File: src/rtl/cmos_cap_pkg.sv
// Shared types and widths for the CMOS frame capture path.
package cmos_cap_pkg;

   localparam int PIX_W  = 13;
   localparam int ADDR_W = 24;
   localparam int WORD_W = 16;

   typedef enum logic [1:0] {
      IDLE    = 2'd0,
      SKIP    = 2'd1,
      CAPTURE = 2'd2
   } state_e;

   // Word address after a write; a zero-sized frame keeps the address pinned at 0.
   function automatic logic [ADDR_W-1:0] next_addr(input logic [ADDR_W-1:0] addr,
                                                   input logic [ADDR_W-1:0] max_words);
      logic [ADDR_W-1:0] nxt;
      nxt = addr + ADDR_W'(1);
      if (max_words == '0)
         nxt = '0;
      else if (addr == max_words - ADDR_W'(1))
         nxt = '0;
      return nxt;
   endfunction

endpackage

File: src/rtl/cmos_frame_capture_byte_pack.sv
// Packs consecutive href-qualified camera bytes into RGB565 words (first byte high).
module cmos_byte_pack
   import cmos_cap_pkg::*;
(
   input  logic              clk,
   input  logic              rst_n,
   input  logic              en_i,
   input  logic              href_i,
   input  logic [7:0]        data_i,
   output logic [WORD_W-1:0] word_o,
   output logic              vld_o,
   output logic              odd_o
);

   logic              toggle_q, toggle_d;
   logic [7:0]        hi_q, hi_d;
   logic              vld_q, vld_d;
   logic [WORD_W-1:0] word_q, word_d;
   logic              take;

   assign take = en_i & href_i;

   always_comb begin
      toggle_d = take & ~toggle_q;
      hi_d     = hi_q;
      vld_d    = take & toggle_q;
      word_d   = word_q;
      if (take && !toggle_q)
         hi_d = data_i;
      if (vld_d)
         word_d = {hi_q, data_i};
   end

   always_ff @(posedge clk or negedge rst_n) begin
      if (!rst_n) begin
         toggle_q <= 1'b0;
         hi_q     <= '0;
         vld_q    <= 1'b0;
         word_q   <= '0;
      end else begin
         toggle_q <= toggle_d;
         hi_q     <= hi_d;
         vld_q    <= vld_d;
         word_q   <= word_d;
      end
   end

   // A still-set toggle when href drops means the line carried an odd byte count.
   assign odd_o  = toggle_q;
   assign vld_o  = vld_q;
   assign word_o = word_q;

endmodule

File: src/rtl/cmos_frame_capture.sv
// Camera frame capture: warm-up frame skip, RGB565 packing, wrapping SDRAM
// write addresses and per-frame geometry check.
module cmos_frame_capture
   import cmos_cap_pkg::*;
#(
   parameter int WAIT_FRAMES = 10
) (
   input  logic              clk,
   input  logic              rst_n,
   input  logic              cfg_done,
   input  logic [PIX_W-1:0]  cmos_h_pixel,
   input  logic [PIX_W-1:0]  cmos_v_pixel,
   input  logic [ADDR_W-1:0] sdram_max_addr,
   input  logic              cam_vsync,
   input  logic              cam_href,
   input  logic [7:0]        cam_data,
   output logic              capture_valid,
   output logic              wr_en,
   output logic [WORD_W-1:0] wr_data,
   output logic [ADDR_W-1:0] wr_addr,
   output logic              frame_start,
   output logic              frame_done,
   output logic              size_err
);

   state_e            state_q, state_d;
   logic              vs_q, vs_prev_q, href_q, href_prev_q;
   logic [7:0]        data_q;
   logic [7:0]        skip_q, skip_d;
   logic [PIX_W-1:0]  h_q, v_q;
   logic [ADDR_W-1:0] max_q;
   logic [ADDR_W-1:0] addr_q, addr_d;
   logic [PIX_W-1:0]  pix_q, pix_d, line_q, line_d;
   logic              bad_q, bad_d;
   logic              fs_q, fs_d, fd_q, fd_d, err_q, err_d;

   logic              boundary, line_end, active, enter, restart;
   logic [PIX_W-1:0]  line_pix;
   logic              line_bad;
   logic              pk_vld, pk_odd;
   logic [WORD_W-1:0] pk_word;

   always_ff @(posedge clk or negedge rst_n) begin
      if (!rst_n) begin
         vs_q        <= 1'b0;
         vs_prev_q   <= 1'b0;
         href_q      <= 1'b0;
         href_prev_q <= 1'b0;
         data_q      <= '0;
      end else begin
         vs_q        <= cam_vsync;
         vs_prev_q   <= vs_q;
         href_q      <= cam_href;
         href_prev_q <= href_q;
         data_q      <= cam_data;
      end
   end

   assign boundary = vs_q & ~vs_prev_q;
   assign line_end = href_prev_q & ~href_q;
   assign active   = (state_q == CAPTURE) & cfg_done;
   assign enter    = (state_q == SKIP) & cfg_done & boundary & (skip_q == 8'(WAIT_FRAMES));
   assign restart  = enter | (active & boundary);

   // The last word of a line can land in the same cycle its href fall is seen.
   assign line_pix = pix_q + PIX_W'(pk_vld);
   assign line_bad = (line_pix != h_q) | pk_odd;

   cmos_byte_pack u_pack (
      .clk    (clk),
      .rst_n  (rst_n),
      .en_i   (active),
      .href_i (href_q),
      .data_i (data_q),
      .word_o (pk_word),
      .vld_o  (pk_vld),
      .odd_o  (pk_odd)
   );

   always_comb begin
      state_d = state_q;
      skip_d  = skip_q;
      addr_d  = addr_q;
      pix_d   = pix_q;
      line_d  = line_q;
      bad_d   = bad_q;
      fs_d    = 1'b0;
      fd_d    = 1'b0;
      err_d   = 1'b0;

      if (!cfg_done) begin
         state_d = IDLE;
         skip_d  = '0;
         addr_d  = '0;
         pix_d   = '0;
         line_d  = '0;
         bad_d   = 1'b0;
      end else begin
         case (state_q)
            IDLE: begin
               state_d = SKIP;
               skip_d  = '0;
            end
            SKIP: begin
               if (enter) begin
                  state_d = CAPTURE;
                  skip_d  = '0;
               end else if (boundary) begin
                  skip_d = skip_q + 8'd1;
               end
            end
            CAPTURE: state_d = CAPTURE;
            default: state_d = IDLE;
         endcase

         if (restart) begin
            fs_d   = 1'b1;
            fd_d   = active;
            err_d  = active & (bad_q | (line_end & line_bad) |
                               ((line_q + PIX_W'(line_end)) != v_q));
            addr_d = '0;
            pix_d  = '0;
            line_d = '0;
            bad_d  = 1'b0;
         end else if (active) begin
            if (pk_vld)
               addr_d = next_addr(addr_q, max_q);
            if (line_end) begin
               pix_d  = '0;
               line_d = line_q + PIX_W'(1);
               bad_d  = bad_q | line_bad;
            end else if (pk_vld) begin
               pix_d = pix_q + PIX_W'(1);
            end
         end
      end
   end

   always_ff @(posedge clk or negedge rst_n) begin
      if (!rst_n) begin
         state_q <= IDLE;
         skip_q  <= '0;
         addr_q  <= '0;
         pix_q   <= '0;
         line_q  <= '0;
         bad_q   <= 1'b0;
         fs_q    <= 1'b0;
         fd_q    <= 1'b0;
         err_q   <= 1'b0;
         h_q     <= '0;
         v_q     <= '0;
         max_q   <= '0;
      end else begin
         state_q <= state_d;
         skip_q  <= skip_d;
         addr_q  <= addr_d;
         pix_q   <= pix_d;
         line_q  <= line_d;
         bad_q   <= bad_d;
         fs_q    <= fs_d;
         fd_q    <= fd_d;
         err_q   <= err_d;
         // Geometry is sampled only at frame start so mid-frame changes wait a frame.
         if (restart) begin
            h_q   <= cmos_h_pixel;
            v_q   <= cmos_v_pixel;
            max_q <= sdram_max_addr;
         end
      end
   end

   assign capture_valid = (state_q == CAPTURE);
   assign wr_en         = pk_vld;
   assign wr_data       = pk_word;
   assign wr_addr       = addr_q;
   assign frame_start   = fs_q;
   assign frame_done    = fd_q;
   assign size_err      = err_q;

endmodule
File: config.mk
export PLATFORM = sky130hd
export DESIGN_NAME = cmos_frame_capture
export DESIGN_NICKNAME = d
export VERILOG_FILES = /design/src/rtl/cmos_cap_pkg.sv /design/src/rtl/cmos_frame_capture_byte_pack.sv /design/src/rtl/cmos_frame_capture.sv
export SDC_FILE = /design/constraint.sdc
export NUM_CORES = 1
export LEC_CHECK = 0
export CELL_PAD_IN_SITES_DETAIL_PLACEMENT = 0
export CELL_PAD_IN_SITES_GLOBAL_PLACEMENT = 2
export CORE_MARGIN = 3
export CORE_UTILIZATION = 36
export CTS_CLUSTER_SIZE = 10
export DETAILED_ROUTE_END_ITERATION = 12
export MAX_ROUTING_LAYER = met4
export PLACE_DENSITY_LB_ADDON = 0.1
export SETUP_SLACK_MARGIN = 0.2
export SLEW_MARGIN = 5
export SYNTH_ARGS = -nofsm -noshare
export SYNTH_HDL_FRONTEND = slang
export SYNTH_HIERARCHICAL = 1
export SYNTH_SLANG_ARGS = --single-unit
File: constraint.sdc
create_clock -name clk -period 4.2 [get_ports clk]
set_input_delay 1.05 -clock clk [delete_from_list [all_inputs] [get_ports clk]]
set_output_delay 1.05 -clock clk [all_outputs]
set_load 0.005 [all_outputs]
After elaboration in Yosys (flattened, before gate mapping)
Index checks and enable logic that the tools add are counted.
{"block": "totals", "wordCells": 101, "register_bits": 152, "output_inout_bits": 45}
{"block": "classes", "addsub": 7, "bitwise_logic": 20, "muxes": 32, "eq_ne": 13, "n_reduce_logical": 8}
{"op": "$mux W24", "n": 6}
{"op": "$mux W13", "n": 9}
{"op": "$add A13 B1 Y13", "n": 2}
{"op": "$add A13 B1 Y13 const B", "n": 2}
{"op": "$ne A13 B13 Y1", "n": 2}
{"op": "$add A24 B1 Y24 const B", "n": 1}
{"op": "$eq A24 B24 Y1", "n": 1}
{"op": "$logic_not A24 Y1", "n": 1}
{"op": "$mux W8", "n": 3}
{"op": "$sub A24 B1 Y24 const B", "n": 1}
{"op": "$pmux W8 S2", "n": 1}
{"op": "$and A1 B1 Y1", "n": 12}
{"op": "$ne A3 B1 Y1 const B", "n": 4}
{"op": "$mux W1", "n": 10}
{"op": "$add A8 B1 Y8 const B", "n": 1}
{"op": "$eq A8 B4 Y1 const B", "n": 1}
{"op": "$reduce_and A2 Y1", "n": 4}
{"op": "$pmux W2 S3", "n": 1}
{"op": "$or A1 B1 Y1", "n": 5}
{"op": "$mux W2", "n": 2}
{"op": "$ne A4 B1 Y1 const B", "n": 1}
{"op": "$ne A4 B4 Y1 const B", "n": 1}
{"op": "$ne A3 B3 Y1 const B", "n": 1}
{"op": "$not A1 Y1", "n": 3}
{"op": "other kinds (5)", "n": 5}

Depth between registers and ports, before layout
{"block": "depth", "word_depth": 9, "ltp_mapped": 12}

By module
Netlist, hierarchy kept.
{"module": "cmos_frame_capture", "n_inst": 1, "area_each_um2": 7240.7, "cells_each": 748, "seq_area_each_um2": 3153.0}
{"module": "cmos_byte_pack", "n_inst": 1, "area_each_um2": 1002.2, "cells_each": 55, "seq_area_each_um2": 650.6}

Least setup slack after synthesis
OpenSTA, ideal clock, no wires.
{"block": "synth_path", "path_type": "register to register", "from": "register max_q[0]", "to": "register addr_q[1], in the netlist wr_addr[1]", "setup_slack_ns": 1.229, "n_path_buf": 2, "synth_period_minus_slack_ns": 2.971, "path_stages_with_launch": 12, "setup_ns": 0.122, "t_arrival_ns": 2.849, "cell_sequence": "dfrtp_1 buf_6 inv_1 ha_1 or3b_2 nor3_1 a21oi_1 or4_4 nor4b_4 o2111ai_4 buf_6 a32o_1"}
{"block": "synth_between", "elab_chain_cells": 8, "elab_cells_between_ends": 9}
{"item": "from (decl)", "line": "cmos_frame_capture.sv:31", "rtl": "logic [ADDR_W-1:0] max_q;"}
{"item": "from (signal assigned)", "line": "cmos_frame_capture.sv:167", "rtl": "max_q <= sdram_max_addr;"}
{"item": "$sub A24 B1 Y24", "line": "cmos_cap_pkg.sv:21", "rtl": "else if (addr == max_words - ADDR_W'(1))"}
{"item": "$eq A24 B24 Y1", "line": "cmos_cap_pkg.sv:21"}
{"item": "$mux W24", "line": "cmos_cap_pkg.sv:21"}
{"item": "$mux W24 (*)", "line": "cmos_cap_pkg.sv:19", "rtl": "if (max_words == '0)"}
{"item": "$mux W24 (*)", "line": "cmos_frame_capture.sv:126", "rtl": "if (pk_vld)"}
{"item": "$mux W24 (*)", "line": "cmos_frame_capture.sv:125", "rtl": "end else if (active) begin"}
{"item": "$mux W24 (*)", "line": "cmos_frame_capture.sv:116", "rtl": "if (restart) begin"}
{"item": "$mux W24 (*)", "line": "cmos_frame_capture.sv:91", "rtl": "if (!cfg_done) begin"}
{"item": "to (signal assigned)", "line": "cmos_frame_capture.sv:156", "rtl": "addr_q <= addr_d;"}
{"item": "to (decl)", "line": "cmos_frame_capture.sv:32", "rtl": "logic [ADDR_W-1:0] addr_q, addr_d;"}
Mark *: on every way between the ends. The rest lies on a longest branch, timed or not. The select of a mux whose other input is x is not followed.
A chain may end at the register's enable or synchronous reset.

Worst setup path in the final report
{"block": "layout_path", "from": "register max_q[0]", "to": "register addr_q[23], in the netlist wr_addr[23]"}
Same word-level chain as after synthesis.

==> metrics <==
status complete, no violations; critical path arrival 3.85 ns; mux cell area share after synthesis 12.1%; clock network latency to the later pin of the worst-skew pair 0.43 ns; CP max stage delay 0.54 ns; top post-synthesis cells by count dfrtp_1, mux2_2, nor2_1, nand2_1, nand3_1; Row Count 54; final instance area 10200 um2; Post-CTS Resized 0; setup TNS 0 ns; Post-synth top flop dfrtp_1; Sink Count 152; Leak 4.30 nW; GRT Overall Usage 17.7%; Worst VDD drop 0.294 mV; syn nets 879; CTS H-tree lvls 4; TritonRoute pass-1 iters 5; Die Span Y 157 um; maximum clock rate 282 MHz; post-DR vias/cell 5.31; IO buf count 107; Hold Path Origin vs_q; Clock transition at path regs 0.07 ns; Crit Path Max Fanout 25; vias in the first global route 6413; P&R area growth vs syn 23.9%; depth of the most critical reg-to-reg path 11; Diodes inserted 0; routed len/inst 17.3 um; RSZ-0062 raised after global routing false; Die Wd 157 um; count leader, synth dfrtp_1; gr busiest metal met2; CTS tree built; initial antenna violation count 0; # IOs 108; routability cong. 0.845; area leader, netlist dfrtp_1; Routed WL 20.6 mm; Max Root-Sink Buffers 2; hold worst-path end vs_prev_q; max-slew violation count 0; Final Hold Vio Count 0; dpl cell area 9610 um2; Crit path buffers/inverters 2; post-CTS setup buffers 0; CTS root buffer clkbuf_16; Avg Cell Area, Syn 10.3 um2; worst setup margin 0.657 ns; layout cell share with drive strength beyond 1 15.1%; fill cell count 2082; Compound-Gate Fraction of Synth Area 9.06%; Simple-Gate Fraction of Synth Area 18.5%; starting DRC count in detailed routing 313; synthesized area 8240 um2; GR Layer Usage met2 26.9%; Seq/Total Area, Yosys 46.1%; largest cells by area after synthesis dfrtp_1, mux2_2, xnor2_1; worst clock skew 0.0138 ns; total core area 22200 um2; final setup violation count 0; Crit. End Element flip-flop; Initial Util 37.2%; antenna-violating nets left 0; post-synthesis xor/xnor area fraction 8.71%; crit start category flip-flop; Setup Slack @ Placement 0.624 ns; worst rel slew slack 44.2%; Worst Setup SP max_q[0]; Cell variety after synth 62; worst hold path type flip-flop to flip-flop; max cap viols 0; met3 Use GR 3.79%; post-synthesis adder-cell area fraction 1.97%; r2r startpoint max_q[0]; Reg2Reg Setup Slack 0.66 ns; power per standard cell area 505 nW/um2; total vias in the final route 6350; number of remaining DRC errors 0; Post-CTS Hold Buffers 0; M1 GR Usage 24.4%; Die ar. 24700 um2; Final HPWL DP 14.7 mm; largest family of logic cells by synthesized area simple AND/OR/NAND/NOR gates; gr ovfl total 0; crit path max-delay cell type or4_4; worst slew pin tran 0.829 ns; Num CTS Buffers 17; share of the synthesized area in the top cell type 46.1%; Seq cells post-synth 152; Post-Syn Instances 803; r2r endpoint wr_addr[23]; Period Utilization, post-route 84.4%; share of flip-flops with an asynchronous set or reset 100%; Cell Chain, Critical Path inv_1 > ha_1 > or3b_2 > nor3_1 > a21oi_1 > or4_4 > nor4b_4 > o2111ai_4 > buf_4 > a31oi_1 > mux2i_1; Crit path required time 4.51 ns; hold depth 0; clock period minus worst slack 3.54 ns; CP top delay family simple AND/OR/NAND/NOR gates; kind of critical path flip-flop to flip-flop; first-pass GRT wire length 33.9 mm; Post-synth EDFFs 0; net count reported at finish 978; YS warnings 6; largest net degree at the start of global routing 86
## where the power goes
part | switching [mW] | internal, mW
Combinational | 0.635 | 0.771
Clock | 0.694 | 0.899
Sequential | 0.377 | 1.78
## per-layer routing
layer / part of all wire, % / up-vias / wire length, um
li1: - / 3078 / -
met1: 49 / 3115 / 10100
met2: 46 / 140 / 9440
met3: 3.9 / 17 / 808
met4: 1.2 / 0 / 240
met5: 0 / - / 0
## through the flow
| step | total power [mW] | cells | hold WS, ns | utilization (%) |
|---|---|---|---|---|
| 6_report | 5.16 | 1195 | 0.445 | 46.1 |
| 5_1_grt | 5.48 | 1195 | 0.455 | 46.1 |
| 4_1_cts | 5.23 | 1195 | 0.445 | 46.1 |
| 3_5_place_dp | 3.60 | 1163 | 0.433 | 43.4 |
| 3_3_place_gp | 3.56 | 1163 | 0.423 | 43.4 |
| 2_1_floorplan | 3.15 | 803 | 0.380 | - |
## placed cells by master, fill, tap and decap left out, types with 13 or more instances in the layout
cell | Yosys | routed
nor2_1 | 66 | 65
clkdlybuf4s50_1 | 0 | 106
mux2_2 | 68 | 68
nand3_1 | 45 | 45
dfrtp_1 | 152 | 152
a31oi_1 | 14 | 14
nand2_1 | 60 | 60
ha_1 | 13 | 13
a21oi_1 | 20 | 20
nor3_1 | 32 | 31
xor2_1 | 38 | 38
nand4_1 | 21 | 21
o21ai_0 | 25 | 25
clkbuf_16 | 0 | 17
xnor2_1 | 44 | 44
inv_1 | 28 | 28
## kinds of logic after synthesis
logic type	after synthesis
AO/OA/AOI/OAI	108
XOR/XNOR	82
adder cells (fa/ha/maj)	13
buffers and inverters	66
flip-flops	152
multiplexers	87
AND/OR/NAND/NOR	295
## worst max path at each step
stage                   to  slack [ns]  depth (start not counted)
2_1_floorplan   wr_addr[1]        1.23                         11
3_3_place_gp   wr_addr[16]        0.76                         11
3_5_place_dp   wr_addr[23]        0.62                         11
4_1_cts        wr_addr[23]        0.62                         11
5_1_grt        wr_addr[16]        0.39                         11
6_report       wr_addr[23]        0.66                         11
## cell type report
type | instances | area (um2) | share of cell area, %
multi-input combinational | 585 | 4170 | 40.8
sequential | 152 | 3800 | 37.2
timing repair buffer | 118 | 1180 | 11.6
clock buffer | 17 | 425 | 4.17
tap | 280 | 350 | 3.43
clock inverter | 15 | 180 | 1.76
inverter | 28 | 105 | 1.03
## state kept, by name, indices dropped and copies added (netlist names), 2 cells and up
signal         flops
v_q               13
wr_addr           24
state_q            2
skip_q             8
pix_q             13
line_q            13
data_q             8
u_pack/word_o     16
u_pack/hi_q        8
max_q             24
h_q               13
Note: power is estimated with default switching activity, not from simulation.
